==> config.mk <==
export PLATFORM = sky130hd
export DESIGN_NAME = regfile_wb_arbiter_flat
export DESIGN_NICKNAME = d
export VERILOG_FILES = /design/src/rtl/regfile_wb_arbiter_pkg.sv /design/src/rtl/regfile_wb_arbiter_if.sv /design/src/rtl/regfile_wb_arbiter_rr_arbiter2.sv /design/src/rtl/regfile_wb_arbiter.sv /design/src/flat_wrapper.sv
export SDC_FILE = /design/constraint.sdc
export NUM_CORES = 1
export LEC_CHECK = 0
export CAP_MARGIN = 20
export CORE_MARGIN = 3
export CORE_UTILIZATION = 40
export DETAILED_ROUTE_END_ITERATION = 12
export GPL_TIMING_DRIVEN = 0
export PLACE_DENSITY = 0.77
export SKIP_LAST_GASP = 1
export SLEW_MARGIN = 20
export SYNTH_ARGS = -nofsm -noshare
export SYNTH_HDL_FRONTEND = slang
export SYNTH_SLANG_ARGS = --single-unit
==> constraint.sdc <==
create_clock -name clk -period 2.2 [get_ports clk]
set_input_delay 0.22 -clock clk [delete_from_list [all_inputs] [get_ports clk]]
set_output_delay 0.22 -clock clk [all_outputs]
set_load 0.005 [all_outputs]
==> src/rtl/regfile_wb_arbiter_pkg.sv <==
// Shared constants and the writeback request record for the register-file write-port arbiter.
package regfile_ctrl_pkg;
  localparam int REG_ADDR_W = 5;
  localparam int NUM_REGS   = 32;
  localparam int DATA_W     = 32;
  localparam logic [REG_ADDR_W-1:0] ZERO_REG = 5'd0;

  typedef struct packed {
    logic [REG_ADDR_W-1:0] addr;
    logic [DATA_W-1:0]     data;
  } wb_req_t;
endpackage

==> src/rtl/regfile_wb_arbiter_if.sv <==
// Bus bundle between execute/memory writeback, the issue stage and the register-file write port.
// The fwd* signals exist only when REGARB_BYPASS_EN is defined.
interface regfile_wb_arbiter_if #(parameter int N = 32);
  import regfile_ctrl_pkg::*;

  logic                  req0_valid;
  logic [REG_ADDR_W-1:0] req0_addr;
  logic [N-1:0]          req0_data;
  logic                  req0_ready;
  logic                  req1_valid;
  logic [REG_ADDR_W-1:0] req1_addr;
  logic [N-1:0]          req1_data;
  logic                  req1_ready;
  logic                  reserve_valid;
  logic [REG_ADDR_W-1:0] reserve_addr;
  logic [REG_ADDR_W-1:0] ReadRegister1;
  logic [REG_ADDR_W-1:0] ReadRegister2;
  logic                  busy1;
  logic                  busy2;
  logic                  RegWrite;
  logic [REG_ADDR_W-1:0] WriteRegister;
  logic [N-1:0]          WriteData;
`ifdef REGARB_BYPASS_EN
  logic                  fwd1;
  logic [N-1:0]          fwd1_data;
  logic                  fwd2;
  logic [N-1:0]          fwd2_data;
`endif

  modport slave (
    input  req0_valid, req0_addr, req0_data,
    input  req1_valid, req1_addr, req1_data,
    input  reserve_valid, reserve_addr, ReadRegister1, ReadRegister2,
    output req0_ready, req1_ready, busy1, busy2,
`ifdef REGARB_BYPASS_EN
    output fwd1, fwd1_data, fwd2, fwd2_data,
`endif
    output RegWrite, WriteRegister, WriteData
  );

  modport master (
    output req0_valid, req0_addr, req0_data,
    output req1_valid, req1_addr, req1_data,
    output reserve_valid, reserve_addr, ReadRegister1, ReadRegister2,
    input  req0_ready, req1_ready, busy1, busy2,
`ifdef REGARB_BYPASS_EN
    input  fwd1, fwd1_data, fwd2, fwd2_data,
`endif
    input  RegWrite, WriteRegister, WriteData
  );
endinterface

==> src/rtl/regfile_wb_arbiter_rr_arbiter2.sv <==
// Two-input round-robin arbiter: combinational one-hot grant, pointer advances on an accepted grant.
module rr_arbiter2 (
  input  logic clk,
  input  logic rst,
  input  logic i_req0,
  input  logic i_req1,
  input  logic i_advance,
  output logic o_gnt0,
  output logic o_gnt1
);
  // Requester that wins the next tie; after a grant the other one is preferred.
  logic r_ptr;

  always_ff @(posedge clk or negedge rst) begin
    if (!rst) begin
      r_ptr <= 1'b0;
    end else if (i_advance) begin
      r_ptr <= o_gnt0;
    end
  end

  always_comb begin
    o_gnt0 = i_req0 && (!i_req1 || !r_ptr);
    o_gnt1 = i_req1 && (!i_req0 ||  r_ptr);
  end
endmodule

==> src/rtl/regfile_wb_arbiter.sv <==
// Shares the register-file write port between ALU and multi-cycle writeback, with a pending scoreboard.
// Optional REGARB_BYPASS_EN adds same-cycle forwarding of the committing write to the read queries.
module regfile_wb_arbiter #(
  parameter int N = 32
) (
  input  logic                 clk,
  input  logic                 rst,
  regfile_wb_arbiter_if.slave  bus
);
  import regfile_ctrl_pkg::*;

  logic                  w_gnt0;
  logic                  w_gnt1;
  logic                  w_accept;
  wb_req_t               w_sel;
  logic [NUM_REGS-1:0]   w_busy_nxt;

  logic                  r_we;
  logic [REG_ADDR_W-1:0] r_waddr;
  logic [N-1:0]          r_wdata;
  logic [NUM_REGS-1:0]   r_busy;

  rr_arbiter2 u_arb (
    .clk       (clk),
    .rst       (rst),
    .i_req0    (bus.req0_valid),
    .i_req1    (bus.req1_valid),
    .i_advance (w_accept),
    .o_gnt0    (w_gnt0),
    .o_gnt1    (w_gnt1)
  );

  assign w_accept       = w_gnt0 | w_gnt1;
  assign bus.req0_ready = w_gnt0;
  assign bus.req1_ready = w_gnt1;

  always_comb begin
    w_sel.addr = bus.req0_addr;
    w_sel.data = bus.req0_data;
    if (w_gnt1) begin
      w_sel.addr = bus.req1_addr;
      w_sel.data = bus.req1_data;
    end
  end

  // Writes to register 0 finish the handshake but never reach the register file.
  always_ff @(posedge clk or negedge rst) begin
    if (!rst) begin
      r_we    <= 1'b0;
      r_waddr <= ZERO_REG;
      r_wdata <= '0;
    end else begin
      r_we <= w_accept && (w_sel.addr != ZERO_REG);
      if (w_accept && (w_sel.addr != ZERO_REG)) begin
        r_waddr <= w_sel.addr;
        r_wdata <= w_sel.data;
      end
    end
  end

  assign bus.RegWrite      = r_we;
  assign bus.WriteRegister = r_waddr;
  assign bus.WriteData     = r_wdata;

  // A reservation landing on the same edge as a commit wins: it belongs to a newer instruction.
  always_comb begin
    w_busy_nxt = r_busy;
    if (r_we) begin
      w_busy_nxt[r_waddr] = 1'b0;
    end
    if (bus.reserve_valid && (bus.reserve_addr != ZERO_REG)) begin
      w_busy_nxt[bus.reserve_addr] = 1'b1;
    end
    w_busy_nxt[0] = 1'b0;
  end

  always_ff @(posedge clk or negedge rst) begin
    if (!rst) begin
      r_busy <= '0;
    end else begin
      r_busy <= w_busy_nxt;
    end
  end

`ifdef REGARB_BYPASS_EN
  logic w_fwd1;
  logic w_fwd2;

  assign w_fwd1        = r_we && (r_waddr != ZERO_REG) && (r_waddr == bus.ReadRegister1);
  assign w_fwd2        = r_we && (r_waddr != ZERO_REG) && (r_waddr == bus.ReadRegister2);
  assign bus.fwd1      = w_fwd1;
  assign bus.fwd2      = w_fwd2;
  assign bus.fwd1_data = r_wdata;
  assign bus.fwd2_data = r_wdata;
  assign bus.busy1     = r_busy[bus.ReadRegister1] & ~w_fwd1;
  assign bus.busy2     = r_busy[bus.ReadRegister2] & ~w_fwd2;
`else
  assign bus.busy1     = r_busy[bus.ReadRegister1];
  assign bus.busy2     = r_busy[bus.ReadRegister2];
`endif
endmodule
==> src/flat_wrapper.sv <==
// flat-port wrapper written by rule: the top's interface ports become plain ports
module regfile_wb_arbiter_flat import regfile_ctrl_pkg::*;
#(
  parameter int N = 32
)
  (clk, rst, bus_req0_valid, bus_req0_addr, bus_req0_data, bus_req1_valid, bus_req1_addr, bus_req1_data, bus_reserve_valid, bus_reserve_addr, bus_ReadRegister1, bus_ReadRegister2, bus_req0_ready, bus_req1_ready, bus_busy1, bus_busy2, bus_RegWrite, bus_WriteRegister, bus_WriteData);
  regfile_wb_arbiter_if #(.N(N)) bus_i ();
  input  logic clk;
  input  logic rst;
  input wire logic [$bits(bus_i.req0_valid)-1:0] bus_req0_valid;
  input wire logic [$bits(bus_i.req0_addr)-1:0] bus_req0_addr;
  input wire logic [$bits(bus_i.req0_data)-1:0] bus_req0_data;
  input wire logic [$bits(bus_i.req1_valid)-1:0] bus_req1_valid;
  input wire logic [$bits(bus_i.req1_addr)-1:0] bus_req1_addr;
  input wire logic [$bits(bus_i.req1_data)-1:0] bus_req1_data;
  input wire logic [$bits(bus_i.reserve_valid)-1:0] bus_reserve_valid;
  input wire logic [$bits(bus_i.reserve_addr)-1:0] bus_reserve_addr;
  input wire logic [$bits(bus_i.ReadRegister1)-1:0] bus_ReadRegister1;
  input wire logic [$bits(bus_i.ReadRegister2)-1:0] bus_ReadRegister2;
  output wire logic [$bits(bus_i.req0_ready)-1:0] bus_req0_ready;
  output wire logic [$bits(bus_i.req1_ready)-1:0] bus_req1_ready;
  output wire logic [$bits(bus_i.busy1)-1:0] bus_busy1;
  output wire logic [$bits(bus_i.busy2)-1:0] bus_busy2;
  output wire logic [$bits(bus_i.RegWrite)-1:0] bus_RegWrite;
  output wire logic [$bits(bus_i.WriteRegister)-1:0] bus_WriteRegister;
  output wire logic [$bits(bus_i.WriteData)-1:0] bus_WriteData;
  assign bus_i.req0_valid = bus_req0_valid;
  assign bus_i.req0_addr = bus_req0_addr;
  assign bus_i.req0_data = bus_req0_data;
  assign bus_i.req1_valid = bus_req1_valid;
  assign bus_i.req1_addr = bus_req1_addr;
  assign bus_i.req1_data = bus_req1_data;
  assign bus_i.reserve_valid = bus_reserve_valid;
  assign bus_i.reserve_addr = bus_reserve_addr;
  assign bus_i.ReadRegister1 = bus_ReadRegister1;
  assign bus_i.ReadRegister2 = bus_ReadRegister2;
  assign bus_req0_ready = bus_i.req0_ready;
  assign bus_req1_ready = bus_i.req1_ready;
  assign bus_busy1 = bus_i.busy1;
  assign bus_busy2 = bus_i.busy2;
  assign bus_RegWrite = bus_i.RegWrite;
  assign bus_WriteRegister = bus_i.WriteRegister;
  assign bus_WriteData = bus_i.WriteData;
  regfile_wb_arbiter #(.N(N)) u_core (.clk(clk), .rst(rst), .bus(bus_i));
endmodule
==> summary by stage <==
Worst setup path
The worst setup path is launched from a flip-flop. In this run the critical register-to-register path is captured at u_core.bus.WriteData[12]. Walking the worst path, the cells encountered are buf_4, mux4_2, mux2i_1, nor3b_1, or3_1, buf_2. The delay of the slowest cell on the worst path is 0.47 ns.

In this run the worst path has a maximum fanout of 3. The worst reg2reg path depth is 7. The setup slack of the most critical reg-to-reg path is 0.19 ns.

STA puts the critical path data required time at 1.98 ns. The element type at the critical path end is an output pin. The slowest stage cell on the critical path is mux4_2. The data arrival time of the critical path is 2.09 ns. The setup path with the least slack is of type flip-flop to output pin. In this run the critical register-to-register path is launched from u_core.u_arb.r_ptr.

Global route
For met1 alone, demand over resource in global routing was 0.251. Entering global routing, the biggest net connects 51 pins. The initial antenna violation count is 0. The first global-routing pass estimated 18600 um of wire.

For met2 alone, demand over resource in global routing was 0.344. Summed over all layers, the global routing overflow is 0. In this run the most used layer during global routing was met2. The total track usage is 0.208. The via count of the first global-routing pass is 3814.

The met3 capacity usage during global routing is 0.0759.

Die
In this run the horizontal extent of the chip is 106 um. During I/O placement, the number of pins put on the boundary was 136. The floorplan core area is 0.00946 mm^2. The standard-cell row count is 35. The floorplan step defined a die boundary enclosing 0.0112 mm^2. The die extent in y is 106 um. For this configuration, the core starts out at a cell density of 0.421.

Route
The detailed-route wire length per cell is 16.8 um. For this block, the routed nets add up to 11500 um of wire. For this run, the detailed router's first-pass iteration total came to 4. The residual DRC count is 0. The routed layout has 3696 vias.

For this block, the initial DRC count from the detailed router was 185. In the routed layout, each cell is associated on average with a via count of 5.39. The antenna violation net count after detailed routing is 0.

Placement
The total of buffers placed on input and output ports is 133. The number of instances in the placed design is 670. The post-detailed-placement half-perimeter wirelength is 8680 um. The weighted congestion at the end of routability-driven global placement is 0.889.

Once placement finished, the instance area stood at 0.00550 mm^2.

Synthesis
The synthesized design contains 70 register bits. Counting distinct cell types in the post-synthesis netlist gives 37. The complex-gate fraction of the synthesized area was 0.121. In the synthesized netlist the async set-or-reset flop fraction comes to 1.00. The total standard cell area after synthesis is 0.00399 mm^2. After synthesis, the share of cell area in mux cells is 0.213. The most used flip-flop cell after synthesis is dfrtp_1. The register area share after synthesis is 0.439.

For this run, the number of Yosys warnings is 0. After synthesis, the largest family of logic cells by area is multiplexers. The post-synth net total is 501. The area share of xor/xnor cells in the synthesized design is 0. In the synthesized netlist, the number of instances is 407. A synthesized cell averages 9.79 um^2. Of the total synthesized cell area, the portion taken by full adders, half adders and majority gates is 0. The simple logic cell fraction of the synthesized area is 0.189.

Yosys mapped a number of flops with a built-in enable equal to 0.

STA
The normalized max-slew margin is 0.660. Across all setup checks in the final design, the least slack found is -0.108 ns. The part of the cycle the worst path needs is 1.05. The maximum clock frequency is 433 MHz.

The number of endpoints with negative hold slack in the final report is 0. The final-report max-slew violation count is 0. The largest clock skew in the final design is 0.00757 ns.

For the pin with the worst max-slew slack, the measured transition is 0.510 ns. The minimum clock period is 2.31 ns. Setup total negative slack on the finished layout was measured at -0.108 ns. The number of setup violations in the final report is 1. Setup repair after global routing could not meet its margin everywhere.

Clock tree
The number of clock buffers added by TritonCTS is 9. The clock latency reported for the late side of the worst-skew pair is 0.34 ns. The clock tree synthesis step divided the H-tree into 3 levels. Counting every sink on the clock net gives 70. The TritonCTS clock tree is built. The clock passes through at most 2 buffers. The root buffer cell chosen for the clock tree is clkbuf_8. Clock-pin slew was measured on the worst setup and hold paths at 0.07 ns.

Pwr
The total power is 4300 uW. Across the VDD grid, the largest voltage drop is 0.393 mV. For this design the ratio of total power to cell area is 753 mW/mm^2. Summed over all cells, the static leakage comes to 0.00244 uW.

Final layout
The filler cells instantiated in the layout total 822. At the end of the flow the core is filled with cells to 0.604. The top cell types in the final layout, fill and taps aside, are clkdlybuf4s50_1, nand2_1, dfrtp_1.

The layout overhead on the synthesized area is 43.4%. Leaving out fill and tap cells, the most frequent cell in the layout is clkdlybuf4s50_1. The number of standard cells in the layout, taps in and fillers out is 686.

The number of nets in the layout is 648. The antenna diode count is 0. Once layout is done, the placed cells without fillers occupy 0.00572 mm^2.

The fraction of final layout cells with drive strength greater than 1 is 0.142.

Run
The tool flagged a number of max-cap violations equal to 0.

Outcome
The flow ran to the end, but the final reports show violations. The checks that failed: negative setup slack.

Min path
The worst min-delay path class is input port to asynchronous set/reset pin.
==> cell type report <==
| type | instances | area (um^2) | area share |
|---|---|---|---|
| repair buffers | 137 | 1370 | 0.240 |
| inverters | 2 | 10.0 | 0.00175 |
| clock inverters | 4 | 25.0 | 0.00438 |
| flip-flops and latches | 70 | 1750 | 0.306 |
| well taps | 129 | 161 | 0.0282 |
| clock buffers | 10 | 138 | 0.0241 |
| multi-input cells | 315 | 2100 | 0.368 |
| plain buffers | 19 | 158 | 0.0276 |
==> cells by family after synthesis <==
kind of cell | count (synthesis)
and+or+nand+nor | 164
buffers and inverters | 22
AOI/OAI and AO/OA | 88
DFF | 70
muxes | 63
==> power breakdown <==
part / internal, uW / leakage (uW) / switching, uW / total (uW)
sequential: 1660 / 0.000815 / 283 / 1940
combinational: 856 / 0.00155 / 611 / 1470
clock: 423 / 0.0000800 / 475 / 898
==> cell usage after synthesis, drive strengths merged, types with 2 or more instances <==
master,instances,share of area
nand2,106,0.10
dfrtp,70,0.44
o21ai,68,0.086
mux2,32,0.12
mux2i,25,0.063
clkbuf,13,0.012
nand3,11,0.014
nand3b,10,0.019
nor2,8,0.0082
a21oi,7,0.0088
buf,7,0.022
mux4,6,0.034
nor2b,6,0.0094
nor3,6,0.0075
a22oi,4,0.0075
or3,4,0.0063
or3b,4,0.0088
nand2b,3,0.0047
a2111oi,2,0.0044
inv,2,0.0025
nand4,2,0.0031
nor3b,2,0.0038
o221ai,2,0.0044
==> routing by layer <==
layer / vias to the layer above / part of all wire
met5: - / 0
met4: 0 / 0.013
met3: 12 / 0.10
met2: 171 / 0.48
met1: 1779 / 0.41
li1: 1734 / -
==> repair_timing <==
item                                    CTS  global route
pin swaps                                 1             3
hold buffers                              1             0
endpoints found under the setup margin    3             2
resized for setup                        15             4
buffers inserted                          2             0
hold endpoints to repair                 20             0
==> metrics by stage <==
step | worst slack [ns] | hold WS (ns)
2_1_floorplan | 0.415 | -0.0756
3_3_place_gp | -1.39 | 0.463
3_5_place_dp | -0.606 | 0.132
4_1_cts | -0.125 | 0.302
5_1_grt | -0.191 | 0.348
6_report | -0.108 | 0.318
==> registers in the layout (all words and copies together) (netlist names) <==
signal and cells:
u_core.bus.RegWrite 1, u_core.u_arb.r_ptr 1, u_core.r_busy 31, u_core.bus.WriteRegister 5, u_core.bus.WriteData 32
==> worst max path at each step <==
| stage | cells after the start | endpoint | slack (ns) | start |
|---|---|---|---|---|
| floorplan | 5 | bus_busy1 | 0.41 | bus_ReadRegister1[0] |
| finish | 6 | bus_busy1 | -0.11 | u_core.r_busy[23] |
| global placement | 1 | u_core.r_busy[6] | -1.39 | rst |
| global route | 6 | bus_busy1 | -0.19 | u_core.r_busy[23] |
| detailed placement | 7 | bus_busy1 | -0.61 | bus_ReadRegister1[1] |
| CTS | 6 | bus_busy1 | -0.13 | u_core.r_busy[23] |
==> worst max-delay path, delay by kind of cell, from the launching register on <==
family                 cells  cell delay (ns)
flip-flops                 1             0.40
AND/OR/NAND/NOR            2             0.42
multiplexers               2             0.65
buffers and inverters      2             0.28
(Power assumes the default switching activity.)
